<file path="src/rtl/gate3_pkg.sv">
// gate3_pkg: shared definitions for the gate3 arbiter slice.
//   OPW          opcode width
//   OP_AND..     legal opcode values (6 and 7 are illegal)
//   state_t      sequencer states IDLE/EVAL/RESP
package gate3_pkg;

   localparam int OPW = 3;

   localparam logic [OPW-1:0] OP_AND  = 3'd0;
   localparam logic [OPW-1:0] OP_OR   = 3'd1;
   localparam logic [OPW-1:0] OP_NOR  = 3'd2;
   localparam logic [OPW-1:0] OP_NAND = 3'd3;
   localparam logic [OPW-1:0] OP_XOR  = 3'd4;
   localparam logic [OPW-1:0] OP_XNOR = 3'd5;

   typedef enum logic [1:0] {
      IDLE = 2'd0,
      EVAL = 2'd1,
      RESP = 2'd2
   } state_t;

endpackage

</file>
<file path="src/rtl/gate3_cells.sv">
// Single-bit 3-input gate cells: and3, or3, nor3, nand3, xor3.
// Ports (all cells): a, b, c in 1; y out 1.
module and3 (
   input  logic a,
   input  logic b,
   input  logic c,
   output logic y
);
   assign y = a & b & c;
endmodule

module or3 (
   input  logic a,
   input  logic b,
   input  logic c,
   output logic y
);
   assign y = a | b | c;
endmodule

module nor3 (
   input  logic a,
   input  logic b,
   input  logic c,
   output logic y
);
   assign y = ~(a | b | c);
endmodule

module nand3 (
   input  logic a,
   input  logic b,
   input  logic c,
   output logic y
);
   assign y = ~(a & b & c);
endmodule

module xor3 (
   input  logic a,
   input  logic b,
   input  logic c,
   output logic y
);
   assign y = a ^ b ^ c;
endmodule

</file>
<file path="src/rtl/gate3_unit.sv">
// gate3_unit: combinational W-bit 3-input logic unit.
//   op   in  OPW  function select (see gate3_pkg)
//   a,b,c in W    operands
//   y    out W    bitwise result, 0 for illegal op
//   err  out 1    op is illegal
module gate3_unit
   import gate3_pkg::*;
#(
   parameter int W = 8
) (
   input  logic [OPW-1:0] op,
   input  logic [W-1:0]   a,
   input  logic [W-1:0]   b,
   input  logic [W-1:0]   c,
   output logic [W-1:0]   y,
   output logic           err
);

   logic [W-1:0] y_and;
   logic [W-1:0] y_or;
   logic [W-1:0] y_nor;
   logic [W-1:0] y_nand;
   logic [W-1:0] y_xor;

   for (genvar i = 0; i < W; i++) begin : g_bit
      and3  u_and3  (.a(a[i]), .b(b[i]), .c(c[i]), .y(y_and[i]));
      or3   u_or3   (.a(a[i]), .b(b[i]), .c(c[i]), .y(y_or[i]));
      nor3  u_nor3  (.a(a[i]), .b(b[i]), .c(c[i]), .y(y_nor[i]));
      nand3 u_nand3 (.a(a[i]), .b(b[i]), .c(c[i]), .y(y_nand[i]));
      xor3  u_xor3  (.a(a[i]), .b(b[i]), .c(c[i]), .y(y_xor[i]));
   end

   always_comb begin
      y   = '0;
      err = 1'b0;
      case (op)
         OP_AND:  y = y_and;
         OP_OR:   y = y_or;
         OP_NOR:  y = y_nor;
         OP_NAND: y = y_nand;
         OP_XOR:  y = y_xor;
         OP_XNOR: y = ~y_xor;   // no xnor3 cell; invert the xor3 result
         default: begin
            y   = '0;
            err = 1'b1;
         end
      endcase
   end

endmodule

</file>
<file path="src/rtl/gate3_arbiter.sv">
// gate3_arbiter: round-robin arbiter and sequencer in front of one gate3_unit.
//   clk, rst_n            clock, asynchronous active-low reset
//   req_valid/req_ready   per-requester handshake (req_ready one-hot or zero)
//   req_op                3 bits per requester, requester i at [3i+2:3i]
//   req_a/req_b/req_c     W bits per requester, requester i at [W*i+W-1:W*i]
//   rsp_valid/rsp_ready   response handshake
//   rsp_id/rsp_data/rsp_err  owner index, result, illegal-op flag
//   state_dbg             current FSM state (gate3_pkg::state_t encoding)
//
// Handshake rule (both channels): a transfer happens on a rising edge where
// valid and ready are both high. Requesters hold valid and payload until
// ready; the response payload holds steady while rsp_valid is high.
module gate3_arbiter
   import gate3_pkg::*;
#(
   parameter int NREQ = 4,
   parameter int W    = 8,
   parameter int IDW  = $clog2(NREQ)
) (
   input  logic                clk,
   input  logic                rst_n,
   input  logic [NREQ-1:0]     req_valid,
   output logic [NREQ-1:0]     req_ready,
   input  logic [OPW*NREQ-1:0] req_op,
   input  logic [W*NREQ-1:0]   req_a,
   input  logic [W*NREQ-1:0]   req_b,
   input  logic [W*NREQ-1:0]   req_c,
   output logic                rsp_valid,
   input  logic                rsp_ready,
   output logic [IDW-1:0]      rsp_id,
   output logic [W-1:0]        rsp_data,
   output logic                rsp_err,
   output logic [1:0]          state_dbg
);

   state_t         state;
   state_t         state_nxt;
   logic [IDW-1:0] ptr;
   logic [IDW-1:0] ptr_nxt;
   logic [IDW-1:0] win;
   logic           any_valid;
   logic [IDW:0]   idx_w;
   logic [NREQ-1:0] grant_vec;
   logic           grant;

   logic [IDW-1:0] id_q;
   logic [OPW-1:0] op_q;
   logic [W-1:0]   a_q;
   logic [W-1:0]   b_q;
   logic [W-1:0]   c_q;

   logic [W-1:0]   unit_y;
   logic           unit_err;

   // Search upward from ptr with wrap; one extra bit on idx_w so the sum
   // ptr+k cannot overflow before it is folded back below NREQ.
   always_comb begin
      win       = ptr;
      any_valid = 1'b0;
      idx_w     = '0;
      for (int k = 0; k < NREQ; k++) begin
         idx_w = {1'b0, ptr} + (IDW+1)'(k);
         if (idx_w >= (IDW+1)'(NREQ)) begin
            idx_w = idx_w - (IDW+1)'(NREQ);
         end
         if (!any_valid && req_valid[idx_w[IDW-1:0]]) begin
            any_valid = 1'b1;
            win       = idx_w[IDW-1:0];
         end
      end
   end

   always_comb begin
      state_nxt = state;
      grant_vec = '0;
      grant     = 1'b0;
      case (state)
         IDLE: begin
            if (any_valid) begin
               grant          = 1'b1;
               grant_vec[win] = 1'b1;
               state_nxt      = EVAL;
            end
         end
         EVAL: state_nxt = RESP;
         RESP: begin
            if (rsp_ready) begin
               state_nxt = IDLE;
            end
         end
         default: state_nxt = IDLE;
      endcase
   end

   assign ptr_nxt = (id_q == IDW'(NREQ-1)) ? '0 : id_q + 1'b1;

   // State resets to IDLE asynchronously, but req_ready is combinational from
   // req_valid; gating with rst_n keeps it at zero while reset is held.
   assign req_ready = rst_n ? grant_vec : '0;
   assign rsp_valid = (state == RESP);
   assign state_dbg = state;

   always_ff @(posedge clk or negedge rst_n) begin
      if (!rst_n) begin
         state    <= IDLE;
         ptr      <= '0;
         id_q     <= '0;
         op_q     <= '0;
         a_q      <= '0;
         b_q      <= '0;
         c_q      <= '0;
         rsp_id   <= '0;
         rsp_data <= '0;
         rsp_err  <= 1'b0;
      end else begin
         state <= state_nxt;
         if (grant) begin
            id_q <= win;
            op_q <= req_op[win*OPW +: OPW];
            a_q  <= req_a[win*W +: W];
            b_q  <= req_b[win*W +: W];
            c_q  <= req_c[win*W +: W];
         end
         if (state == EVAL) begin
            rsp_id   <= id_q;
            rsp_data <= unit_y;
            rsp_err  <= unit_err;
         end
         // Turn order advances only when the response is taken.
         if (state == RESP && rsp_ready) begin
            ptr <= ptr_nxt;
         end
      end
   end

   gate3_unit #(.W(W)) u_unit (
      .op  (op_q),
      .a   (a_q),
      .b   (b_q),
      .c   (c_q),
      .y   (unit_y),
      .err (unit_err)
   );

endmodule

</file>
<file path="config.mk">
export PLATFORM = sky130hd
export DESIGN_NAME = gate3_arbiter
export DESIGN_NICKNAME = d
export VERILOG_FILES = /design/src/rtl/gate3_pkg.sv /design/src/rtl/gate3_cells.sv /design/src/rtl/gate3_unit.sv /design/src/rtl/gate3_arbiter.sv
export SDC_FILE = /design/constraint.sdc
export NUM_CORES = 1
export LEC_CHECK = 0
export BUFFER_PORTS_ARGS = -buffer_cell sky130_fd_sc_hd__buf_2
export CAP_MARGIN = 20
export CORE_MARGIN = 2
export CORE_UTILIZATION = 45
export CTS_CLUSTER_SIZE = 30
export DETAILED_ROUTE_END_ITERATION = 12
export PLACE_DENSITY_LB_ADDON = 0.05
export SLEW_MARGIN = 20
export SYNTH_ARGS = -nofsm -noshare
export SYNTH_HDL_FRONTEND = slang
export SYNTH_SLANG_ARGS = --single-unit
</file>
<file path="constraint.sdc">
create_clock -name clk -period 1.9 [get_ports clk]
set_input_delay 0.38 -clock clk [delete_from_list [all_inputs] [get_ports clk]]
set_output_delay 0.38 -clock clk [all_outputs]
set_load 0.03 [all_outputs]
</file>
After elaboration in Yosys (flattened, before gate mapping)
Cells that the tools add are included.

Add/sub/neg operators: 8. $mul: 1. Divide/modulo/power cells: 0. $lt $le $gt $ge: 10. Eq/ne operators: 10. Shift operators: 4. Muxes and demuxes: 33. Bitwise logic cells: 65. Reductions and logical operators: 12.

Operators by type and width (count): 32-bit by 6-bit variable part select with 8-bit output (3); 8-bit one-hot mux with 6 select lines (1); 2-bit 2-to-1 mux (11); 1-bit bitwise AND (16); 1-bit inverter (16); 1-bit OR (16); 1-bit bitwise XOR (16); 2-bit by 3-bit < comparator with 1-bit output (second input constant) (5); 1-bit 2-to-1 mux (12); 4-bit 2-to-1 mux (3); 12-bit by 5-bit variable part select with 3-bit output (1); 3-bit >= comparator (second input constant) (3); 1-bit binary-select mux with 2-bit select (4); 8-bit inverter (1); 2-bit by 1-bit subtractor with 2-bit output (second input constant) (4); 2-bit by 2-bit adder with 3-bit output (second input constant) (2); 3-bit by 2-bit == test with 1-bit output (second input constant) (2); 3-bit == test (second input constant) (2); 2-bit one-hot mux with 3 select lines (1); 6-bit OR reduction (1); 1-bit logical AND (5); 2-bit == test (second input constant) (2); 2-bit by 2-bit multiplier with 4-bit output (second input constant) (1); 2-bit by 1-bit adder with 3-bit output (second input constant) (1); 12 further kinds (14).

Bits in registers: 44. Latch bits: 0. Bits in writable memories: 0. Bits in read-only memories: 0. Input port bits: 115. Output and inout bits: 18. Word-level logic and storage cells: 153. Memories: 0.

Longest topological paths before layout
Depth in word-level cells: 21. Mapped depth: 7. Gate-level depth less buffers: 7.

Hierarchy
From an unflattened synthesis, not the netlist that was laid out.

Cells, all modules: 323. Area, all modules: 3639.7 um^2.

Modules (own cells, without submodules): gate3_arbiter (times used 1, cells an instance 252, area each 2830.2 um^2, sequential area each 1101.1 um^2); gate3_unit (times used 1, cells an instance 31, area each 399.1 um^2, sequential area each 0.0 um^2); xor3 (times used 8, cells an instance 1, area each 23.8 um^2, sequential area each 0.0 um^2); nor3 (times used 8, cells an instance 1, area each 10.0 um^2, sequential area each 0.0 um^2); and3 (times used 8, cells an instance 1, area each 6.3 um^2, sequential area each 0.0 um^2); or3 (times used 8, cells an instance 1, area each 6.3 um^2, sequential area each 0.0 um^2); nand3 (times used 8, cells an instance 1, area each 5.0 um^2, sequential area each 0.0 um^2).

Worst setup path before layout
Ideal clock, no wire load.

Path kind: register to output. Start: reg ptr[1]. End: out req_ready[2]. Arrival time: 2036 ps. Required time: 1520 ps. Path slack: -516 ps. Stages on the path, launching flop included: 5. Cell sequence: dfrtp_1 and3b_1 or4_4 and2_2 nor3b_1.

Word-level cells in the longest chain between the ends: 21.

Ends and longest elaborated chain: start, declared (line gate3_arbiter.sv:38) `logic [IDW-1:0] ptr;`; start signal, assigned (line gate3_arbiter.sv:131) `ptr <= ptr_nxt;`; parallel branches: the longest is 18 deep, another holds 2-bit by 1-bit adder with 3-bit output; 4-bit 2-to-1 mux (*) (line gate3_arbiter.sv:79) `if (any_valid) begin`; 4-bit 2-to-1 mux (*) (line gate3_arbiter.sv:77) `case (state)`; 4-bit 2-to-1 mux (*) (line gate3_arbiter.sv:99) `assign req_ready = rst_n ? grant_vec : '0;`; end, declared (line gate3_arbiter.sv:23) `output logic [NREQ-1:0] req_ready,`.

Every way passes the cells marked *. The select of a mux whose other input is x is not followed.

Worst setup path in the final report
Start: reg ptr[0]. End: out req_ready[2].

The elaborated chain is that of the path after synthesis.

==> impl_metrics.py <==
metrics = {
    "power_and_ir_drop": {
        "clkPwrFrac_pct": 9.3,
        "p_leak_nw": 2.41,
        "p_int_mw": 4.86,
        "power.density_nw_per_um2": 1700,
        "switchingPower_mw": 3.64,
        "ir_drop_mv": 0.954,
        "pwr-share-comb_pct": 69.0,
        "p_sw_share_pct": 42.8,
        "seq_power_share_pct": 21.7,
    },
    "final_layout": {
        "final_net_count": 621,
        "n_fill_cell": 576,
        "layout.cells.non_filler": 589,
        "design_area_sq_um": 4990,
        "diodes": 0,
        "areaGrowthSynthToFinish_pct": 52.7,
        "drive_above_1_share_pct": 50.8,
    },
    "critical_path": {
        "critPathMaxStageDelay_ns": 0.51,
        "crit_type": "reg -> out",
        "crit_buf_inv": 1,
        "worstPathCellList": "and2b_1 -> or4_4 -> and2_4 -> nor3b_4 -> buf_6",
        "r2r_start": "ptr[0]$_DFFE_PN0P_",
        "endpoint_kind": "output port",
        "rr_worst_depth": 11,
        "worst_path_max_delay_cell": "or4_4",
        "crit_family": "simple AND/OR/NAND/NOR gates",
        "cp.required_ns": 1.52,
        "crit_arrival_ns": 1.88,
        "reg2reg_to": "c_q[2]$_DFFE_PN0P_",
        "cp-start-kind": "flip-flop",
        "path_max_fanout": 3,
        "r2r_setup_slack_ns": -0.23,
    },
    "clocking": {
        "cts.path.max_buffers": 2,
        "cts-root-buf": "clkbuf_8",
        "clk_latency_ns": 0.30,
        "cts_made_buffers": 5,
        "cts_tree": "yes",
        "path_clk_slew_ns": 0.08,
        "cts_max_level": 2,
        "cts_num_sinks": 44,
    },
    "global_routing": {
        "antenna_found_initial": 0,
        "grt_pass1_vias": 2913,
        "grt_usage_pct": 23.5,
        "grt_max_degree": 45,
        "grt_pass1_wl_mm": 14.3,
        "gr-total-overflow": 0,
    },
    "job": {
        "maxCapViolCount": 0,
    },
    "synthesis": {
        "synthesis.area_sq_um": 3270,
        "yosys_warnings": 0,
        "synth.avg_cell_area_sq_um": 9.82,
        "ys_seq_area_share_pct": 33.7,
        "syn-num-nets": 465,
        "ys_types": 48,
        "syn_inst": 333,
        "synth_seq_cells": 44,
    },
    "worst_hold_path": {
        "hp-class": "in -> reg",
        "min_path_cells": 2,
        "hp-start": "rsp_ready",
        "holdPathEnd": "state_dbg[1]$_DFFE_PN0P_",
    },
    "timing": {
        "max_freq_mhz": 443,
        "hold_ws_ns": 0.288,
        "period_minus_slack_ns": 2.26,
        "layout_setup_ws_ns": -0.356,
        "setup_viol": 30,
        "worst_slew_pin_slew_ns": 0.578,
        "relSlewSlack_pct": 61.4,
        "rsz0062_at_grt": "yes",
        "hold_viol": 0,
        "clock_skew_ns": 0.00835,
        "finalMaxSlewViolations": 0,
        "fin_crit_sh_pct": 119,
    },
    "drt": {
        "drt-total-wl_mm": 9.19,
        "vias": 3112,
        "vias_per_cell": 5.28,
        "dr.pass1.iters": 4,
        "wl_per_cell_um": 15.6,
        "drtAntennaViolNets": 0,
        "drc_errors": 0,
        "drt_iter0_markers": 144,
    },
    "placement": {
        "pre_cts_ws_ns": -0.178,
        "port_buffers": 132,
        "dp_hpwl_mm": 6.12,
        "dpl-instance-area_sq_um": 4200,
        "place_inst": 559,
        "gp_congestion": 0.802,
    },
    "floorplan": {
        "core_sq_um": 7140,
        "ios": 133,
        "die_x_um": 89.3,
        "fp.dieH_um": 89.3,
        "initial_core_util_pct": 45.8,
        "dieArea_sq_um": 7970,
        "fp-row-count": 31,
    },
    "status": {
        "violations": "negative setup slack",
        "status": "complete, but fails checks",
    },
}
## synthesized netlist by cell type, drive strengths merged
cell type  count  area [sq um]
a31oi          6          37.5
and4b          1          10.0
and2b          3          23.8
o22ai          7          43.8
o32ai          1          8.76
mux2i         53           531
buf           12          88.8
o21ba          1          10.0
o22a           3          26.3
or2            1          6.26
mux2           6          67.6
a21oi          6          30.0
inv           21          78.8
nand2b         6          37.5
nand2         50           198
xor2           6          52.6
nor4           1          6.26
o21ai         11          58.8
a211oi         3          22.5
o221ai        26           290
and3b          1          8.76
and2           1          7.51
or3            1          6.26
dfrtp         44          1100
xnor2         10          87.6
nor2           2          7.51
a221oi         1          15.0
clkbuf        10          37.5
o31ai          1          7.51
ha            17           213
or4            1          11.3
nand3          2          20.0
nor2b          5          31.3
o32a           1          10.0
a21o           1          7.51
a2bb2oi        3          26.3
nor3           6          30.0
nor3b          2          15.0
## state kept, by name (all words and copies together), names as in the netlist
signal / count
id_q: 2
rsp_err: 1
rsp_id: 2
a_q: 8
op_q: 3
ptr: 2
c_q: 8
b_q: 8
rsp_data: 8
state_dbg: 2
## metal layers
layer | GRT usage [%] | share of wire (%)
met1 | 33.1 | 44
met2 | 36.7 | 50
met3 | 4.43 | 4.0
met4 | 7.60 | 1.9
met5 | 0 | 0
## worst reg2reg max path: stages, from the launching register on
cell and delay, ns:
dfrtp_1 0.41, buf_4 0.15, buf_4 0.12, buf_4 0.13, a21o_1 0.19, nand3_4 0.11
buf_12 0.12, buf_4 0.11, buf_12 0.13, buf_16 0.15, mux2i_4 0.26, o221ai_4 0.14
## cells in the final DEF, fill, tap and decap left out, drive strengths merged, types with 5 or more instances in the layout
master	synthesis	layout
buf	12	171
mux2i	53	53
nand2	50	50
dfrtp	44	44
o221ai	26	26
inv	21	21
ha	17	17
o21ai	11	11
xnor2	10	10
o22ai	7	7
clkbuf	10	7
nand2b	6	6
a31oi	6	6
xor2	6	6
a21oi	6	6
mux2	6	6
nor3	6	6
nor2b	5	5
## what timing repair did
item                       in CTS  in global routing
setup endpoints to repair      30                 32
gates resized for setup        47                 35
gates cloned                    6                  0
pin swaps                       8                 13
setup buffers                  11                  6
hold buffers                    0                  0
## power groups by stage
stage,Clock (mW),Combinational (mW),Sequential (mW)
floorplan,0,3.34,1.95
global placement,0,4.46,1.85
detailed placement,0,4.58,1.86
CTS,0.810,5.47,1.84
global route,0.855,6.37,1.92
finish,0.788,5.87,1.85
## layout make-up
type	instances	area (sq um)	area share, %
well taps	99	124	2.48
clock inverters	1	30.0	0.601
multi-input cells	246	2350	47.1
repair buffers	171	1200	24.1
inverters	21	83.8	1.68
flip-flops and latches	44	1100	22.1
clock buffers	7	96.3	1.93
## worst max path at each step
stage	start	endpoint	slack, ns	depth (start not counted)
floorplan	ptr[1]$_DFFE_PN0P_	req_ready[2]	-0.08	4
global placement	req_valid[0]	req_ready[2]	-0.17	6
detailed placement	req_valid[0]	req_ready[2]	-0.18	6
CTS	ptr[0]$_DFFE_PN0P_	req_ready[2]	-0.36	5
global route	ptr[0]$_DFFE_PN0P_	req_ready[2]	-0.42	5
finish	ptr[0]$_DFFE_PN0P_	req_ready[2]	-0.36	5
## per-stage QoR
stage                     utilization, %  power, mW  TNS [ns]
after floorplan                        -       5.29    -0.102
after global placement              58.8       6.31     -1.88
after detailed placement            58.8       6.44     -2.82
after CTS                           66.7       8.12     -2.58
after global routing                70.0       9.15     -7.25
final                               70.0       8.51     -5.42
## kinds of logic (layout without fill, tap and decap cells)
kind of cell	count (synthesis)	after routing	share of synthesized area [%]
AO/OA/AOI/OAI	71	71	18.2
flip-flops	44	44	33.7
AND/OR/NAND/NOR	83	83	12.8
XOR/XNOR	16	16	4.28
buffers and inverters	43	200	6.27
multiplexers	59	59	18.3
adder cells (fa/ha/maj)	17	17	6.50
(Power assumes the default switching activity.)
